## config.mk

```make
export PLATFORM = sky130hd
export DESIGN_NAME = vc_rr_arbiter
export DESIGN_NICKNAME = d
export VERILOG_FILES = /design/src/rtl/vc_rr_arbiter.sv
export SDC_FILE = /design/constraint.sdc
export NUM_CORES = 1
export LEC_CHECK = 0
export BUFFER_PORTS_ARGS = -buffer_cell sky130_fd_sc_hd__buf_2
export CAP_MARGIN = 20
export CELL_PAD_IN_SITES_DETAIL_PLACEMENT = 0
export CELL_PAD_IN_SITES_GLOBAL_PLACEMENT = 1
export CORE_AREA = 2 2 62 122
export DETAILED_ROUTE_END_ITERATION = 6
export DIE_AREA = 0 0 64 124
export GPL_TIMING_DRIVEN = 0
export PLACE_DENSITY = 0.53
export SETUP_SLACK_MARGIN = 0.3
export SYNTH_ARGS = -nofsm -noshare
export SYNTH_HDL_FRONTEND = slang
export SYNTH_SLANG_ARGS = --single-unit
export TNS_END_PERCENT = 30
```

## constraint.sdc

```tcl
create_clock -name clk -period 2.95 [get_ports clk]
set_input_delay 0.4425 -clock clk [delete_from_list [all_inputs] [get_ports clk]]
set_output_delay 0.4425 -clock clk [all_outputs]
set_load 0.03 [all_outputs]
```

## src/rtl/vc_rr_arbiter.sv

```systemverilog
// Round-robin virtual-channel arbiter: registers a one-hot grant and holds it under an
// ack handshake, optionally locking the grant for a whole packet until the tail is accepted.
module vc_rr_arbiter #(
  parameter int NUM_VC     = 8,
  parameter int IDX_W      = $clog2(NUM_VC),
  parameter bit LOCK_PKT   = 1'b1,
  parameter bit FIXED_PRIO = 1'b0
) (
  input  logic              clk,
  input  logic              rst,
  input  logic [NUM_VC-1:0] vc_isNew,
  input  logic              ack,
  input  logic              tail,
  output logic              isNew,
  output logic              grant_valid,
  output logic [NUM_VC-1:0] grant,
  output logic [IDX_W-1:0]  firstPriority
);

  typedef enum logic {
    IDLE  = 1'b0,
    GRANT = 1'b1
  } state_t;

  state_t             state_reg, state_next;
  logic [IDX_W-1:0]   ptr_reg, ptr_next;
  logic [IDX_W-1:0]   prio_reg, prio_next;
  logic [NUM_VC-1:0]  grant_reg, grant_next;
  logic               isnew_reg;

  logic [IDX_W-1:0]   cand_idx [NUM_VC];
  logic [NUM_VC-1:0]  cand_req;
  logic [NUM_VC-1:0]  sel_onehot;
  logic [IDX_W-1:0]   sel_idx;
  logic               sel_found;
  logic [IDX_W-1:0]   prio_inc;

  // Candidate gi is the VC at distance gi from the pointer, wrapped by subtraction so
  // that non-power-of-2 channel counts never produce an out-of-range index.
  for (genvar gi = 0; gi < NUM_VC; gi++) begin : g_cand
    logic [IDX_W:0] sum;
    assign sum           = {1'b0, ptr_reg} + (IDX_W+1)'(gi);
    assign cand_idx[gi]  = (sum >= (IDX_W+1)'(NUM_VC)) ? IDX_W'(sum - (IDX_W+1)'(NUM_VC))
                                                       : sum[IDX_W-1:0];
    assign cand_req[gi]  = vc_isNew[cand_idx[gi]];
    assign sel_onehot[gi] = (sel_idx == IDX_W'(gi));
  end

  always_comb begin
    sel_found = 1'b0;
    sel_idx   = '0;
    for (int k = 0; k < NUM_VC; k++) begin
      if (!sel_found && cand_req[k]) begin
        sel_found = 1'b1;
        sel_idx   = cand_idx[k];
      end
    end
  end

  assign prio_inc = (prio_reg == IDX_W'(NUM_VC - 1)) ? '0 : prio_reg + IDX_W'(1);

  always_comb begin
    state_next = state_reg;
    ptr_next   = ptr_reg;
    prio_next  = prio_reg;
    grant_next = grant_reg;
    case (state_reg)
      IDLE: begin
        if (sel_found) begin
          state_next = GRANT;
          prio_next  = sel_idx;
          grant_next = sel_onehot;
        end
      end
      GRANT: begin
        // An accept wins over a simultaneous withdrawal of the granted request.
        if (ack) begin
          if (!LOCK_PKT || tail) begin
            ptr_next   = prio_inc;
            state_next = IDLE;
            grant_next = '0;
          end
        end else if (!vc_isNew[prio_reg]) begin
          state_next = IDLE;
          grant_next = '0;
        end
      end
      default: begin
        state_next = IDLE;
        grant_next = '0;
      end
    endcase
    if (FIXED_PRIO) begin
      ptr_next = '0;
    end
  end

  always_ff @(posedge clk) begin
    if (rst) begin
      state_reg <= IDLE;
      ptr_reg   <= '0;
      prio_reg  <= '0;
      grant_reg <= '0;
      isnew_reg <= 1'b0;
    end else begin
      state_reg <= state_next;
      ptr_reg   <= ptr_next;
      prio_reg  <= prio_next;
      grant_reg <= grant_next;
      isnew_reg <= |vc_isNew;
    end
  end

  assign isNew         = isnew_reg;
  assign grant_valid   = (state_reg == GRANT);
  assign grant         = grant_reg;
  assign firstPriority = prio_reg;

endmodule
```

==> impl_results.md <==
* Status: complete, but fails checks
* Failing checks: setup timing
* Max_cap viols at 0
* Pins Over Slew Limit at 0
* Final Instance Count excl. Fillers at 316
* Most frequent CP cell: buf_6
* Total die area at 7940 µm²
* Post-route ant nets at 0
* Die X at 64 µm
* Post-DP HPWL at 4770 µm
* Hold WC Path Type: reg2reg
* H-tree depth at 1
* Post-layout min period at slightly above 3 ns
* Unrepaired setup endpoints after global routing: true
* Die height at 124 µm
* Initial antenna violation count at 0
* Net Count, Synth at 200
* Row cnt at 43
* 1st-iter DRT viols at 39
* Aggregate routed wire length at 6310 µm
* Max Root-Sink Buffers at 2
* CTS Sinks at 16
* Initial Util at about a quarter
* Worst Path Max Fanout at 7
* Peak Freq at 325 MHz
* Overall Power at 964 µW
* Total gr overflow at 0
* GP Congestion at 0.822
* Vias in the first global route at 1,820
* Largest net degree at the start of global routing at 11
* Via density at roughly 5.5
* Syn. warnings at 0
* Inserted Clock Buffers at 3
* Power Density at 401 nW/µm²
* Final setup violation count at 10
* CP Class: reg2reg
* Dpl ws at -0.423 ns
* Top-Level Pins at 25
* Layout cell share with drive strength beyond 1 at 45.6%
* Clock root buffer: clkbuf_16
* TritonCTS clock tree: done
* Placed insts at 297
* Worst Clk Skew at around 0.00054 ns
* Drt drc at 0
* CP peak stage delay at 0.34 ns
* Number of port buffers at 23
* Crit path DAT at 3.22 ns
* Synth cell types at 52
* Routed WL per cell at 20.0 µm
* Post-Route Utilization at about a third
* Hold Buf Count CTS at 0
* Slew HR at 62.7%
* Synthesized flop and latch total at 16
* Critical-path cell list: buf_6, buf_12, inv_8, ha_4, buf_8, mux2_4, a221oi_4, a32oi_4, and4bb_1, buf_6, o2111a_1, a21oi_4, and2_4, a32o_1
* Gate Count Post-Synth at 184
* Worst Path Buf+Inv at 5
* Crit share post-route at 104%
* Post-synthesis average cell area at ~9 µm²
* N_diodes at 0
* Tot GR Track Use at about 16%
* Final nets at 243
* Pre-antenna DRT Iters at 4
* Worst vdd ir at 413 µV
* Critical Path Start Type: register
* Worst-Margin Slew at 0.560 ns
* Hold Vio Cnt, Final at 0
* CP max stage cell: mux2_4
* Detailed-route via count at approximately 1,700
* Leak pwr at 0.903 nW
* FILL cells at between 700 and 800
* First-pass GRT wire length at 9820 µm
* Max reg flops at 8
* Number of synthesized flops with an enable pin at 0
* Post-synthesis async set-or-reset flop share at 0%
* Critical path capture point type: register
* Clock latency on the worst-skew pair at 0.25 ns
* Seq/Total Area, Yosys at 18.9%
* Core ar. at 6940 µm²
* Reg clk slew, reported paths at 0.05 ns
* Main synth FF type: dfxtp_1
* Worst Path Required at 3.09 ns
* Syn Std Cell Area at 1700 µm²
* Family with the most delay on the worst path: compound AO/OA/AOI/OAI gates
* Area Growth Syn to Fin at 41.8%
* Final setup margin at -0.129 ns
-- synth_stat cells (all sizes together) (2+ instances only) --
cell type | number | area share [%]
a211oi | 2 | 0.88
a21oi | 9 | 3.1
a221oi | 3 | 1.5
a22oi | 4 | 2.1
a31oi | 2 | 0.74
a32o | 9 | 5.3
and2 | 2 | 0.74
buf | 10 | 4.1
dfxtp | 16 | 19
ha | 4 | 2.9
inv | 3 | 0.66
mux2 | 8 | 5.3
mux2i | 21 | 12
mux4 | 9 | 12
nand2 | 13 | 2.9
nand2b | 3 | 1.1
nand3 | 4 | 1.2
nor2 | 17 | 3.8
nor2b | 6 | 2.2
nor3 | 5 | 2.1
o211ai | 3 | 1.3
o21ai | 6 | 1.8
o221ai | 3 | 1.9
o311ai | 2 | 1.0
xnor2 | 2 | 1.0
-- routing by layer --
layer	track usage [%]	vias up	routed length, µm
met5	0	-	0
met4	13.5	0	476
met3	1.17	19	152
met2	33.7	37	3740
met1	13.6	862	1940
li1	-	816	-
-- through the flow --
step	cell area, µm²	hold slack [ns]	setup TNS (ns)
after floorplan	1770	0.620	0
after global placement	2000	0.451	-4.19
after detailed placement	2000	0.454	-3.86
after CTS	2300	0.469	-1.07
after global routing	2410	0.478	-2.15
final	2410	0.463	-0.990
-- cell families after synthesis --
logic type / count (synthesis) / synth area share, %
muxes: 38 / 30.1
xor gates and xnor gates: 3 / 1.55
and+or+nand+nor: 53 / 15.6
AOI/OAI and AO/OA: 55 / 25.7
adders and majority gates: 4 / 2.95
buffers and inverters: 15 / 5.16
DFF: 16 / 18.9
-- where the power goes --
group          total, mW  switching (mW)  internal [mW]
Combinational      0.425           0.238          0.187
Sequential         0.243          0.0124          0.231
Clock              0.296          0.0899          0.206
-- worst reg2reg max path, stage by stage (launching register included) --
cell and delay [ns]:
dfxtp_2 0.33, buf_6 0.10, buf_12 0.11, inv_8 0.03, ha_4 0.26, buf_8 0.14
mux2_4 0.34, a221oi_4 0.32, a32oi_4 0.20, and4bb_1 0.34, buf_6 0.13, o2111a_1 0.23
a21oi_4 0.06, and2_4 0.16, a32o_1 0.23
-- what timing repair did --
action,in CTS,in global routing
setup buffers,10,5
setup endpoints to repair,13,13
pin swaps,12,9
resized for setup,25,13
-- path summary, 6_finish.rpt --
path	endpoint	start	slack (ns)	depth (start not counted)
worst min register to register	grant[6]	grant[6]	0.46	1
worst min-delay path	grant[6]	grant[6]	0.46	1
worst max-delay path	grant[5]	ptr_reg[0]	-0.13	14
worst max register to register	grant[5]	ptr_reg[0]	-0.13	14
-- layout by cell type (no fill, tap or decap), types with 3 or more instances in the layout --
master / netlist / layout
nor2_1: 17 / 16
mux2_2: 8 / 4
mux2i_2: 0 / 6
mux4_2: 7 / 7
mux2_4: 0 / 4
clkbuf_16: 0 / 3
dfxtp_1: 16 / 14
buf_4: 1 / 15
nor2b_1: 6 / 5
a32o_1: 9 / 9
ha_1: 4 / 3
buf_6: 3 / 3
o221ai_2: 1 / 3
a21oi_1: 7 / 4
o21ai_0: 6 / 6
a21oi_2: 2 / 4
buf_2: 4 / 25
nor3_1: 4 / 4
o211ai_1: 3 / 3
nand2_1: 13 / 13
mux2i_1: 21 / 15
nand3_1: 4 / 4
-- layout make-up --
| type | instances | area, µm² | area share (%) |
|---|---|---|---|
| multi-input cells | 153 | 1510 | 62.7 |
| flip-flops and latches | 16 | 323 | 13.4 |
| inverters | 4 | 35.0 | 1.46 |
| well taps | 90 | 113 | 4.68 |
| clock buffers | 4 | 88.8 | 3.69 |
| plain buffers | 11 | 110 | 4.58 |
| repair buffers | 38 | 228 | 9.46 |
Note: power is estimated with default switching activity, not from simulation.
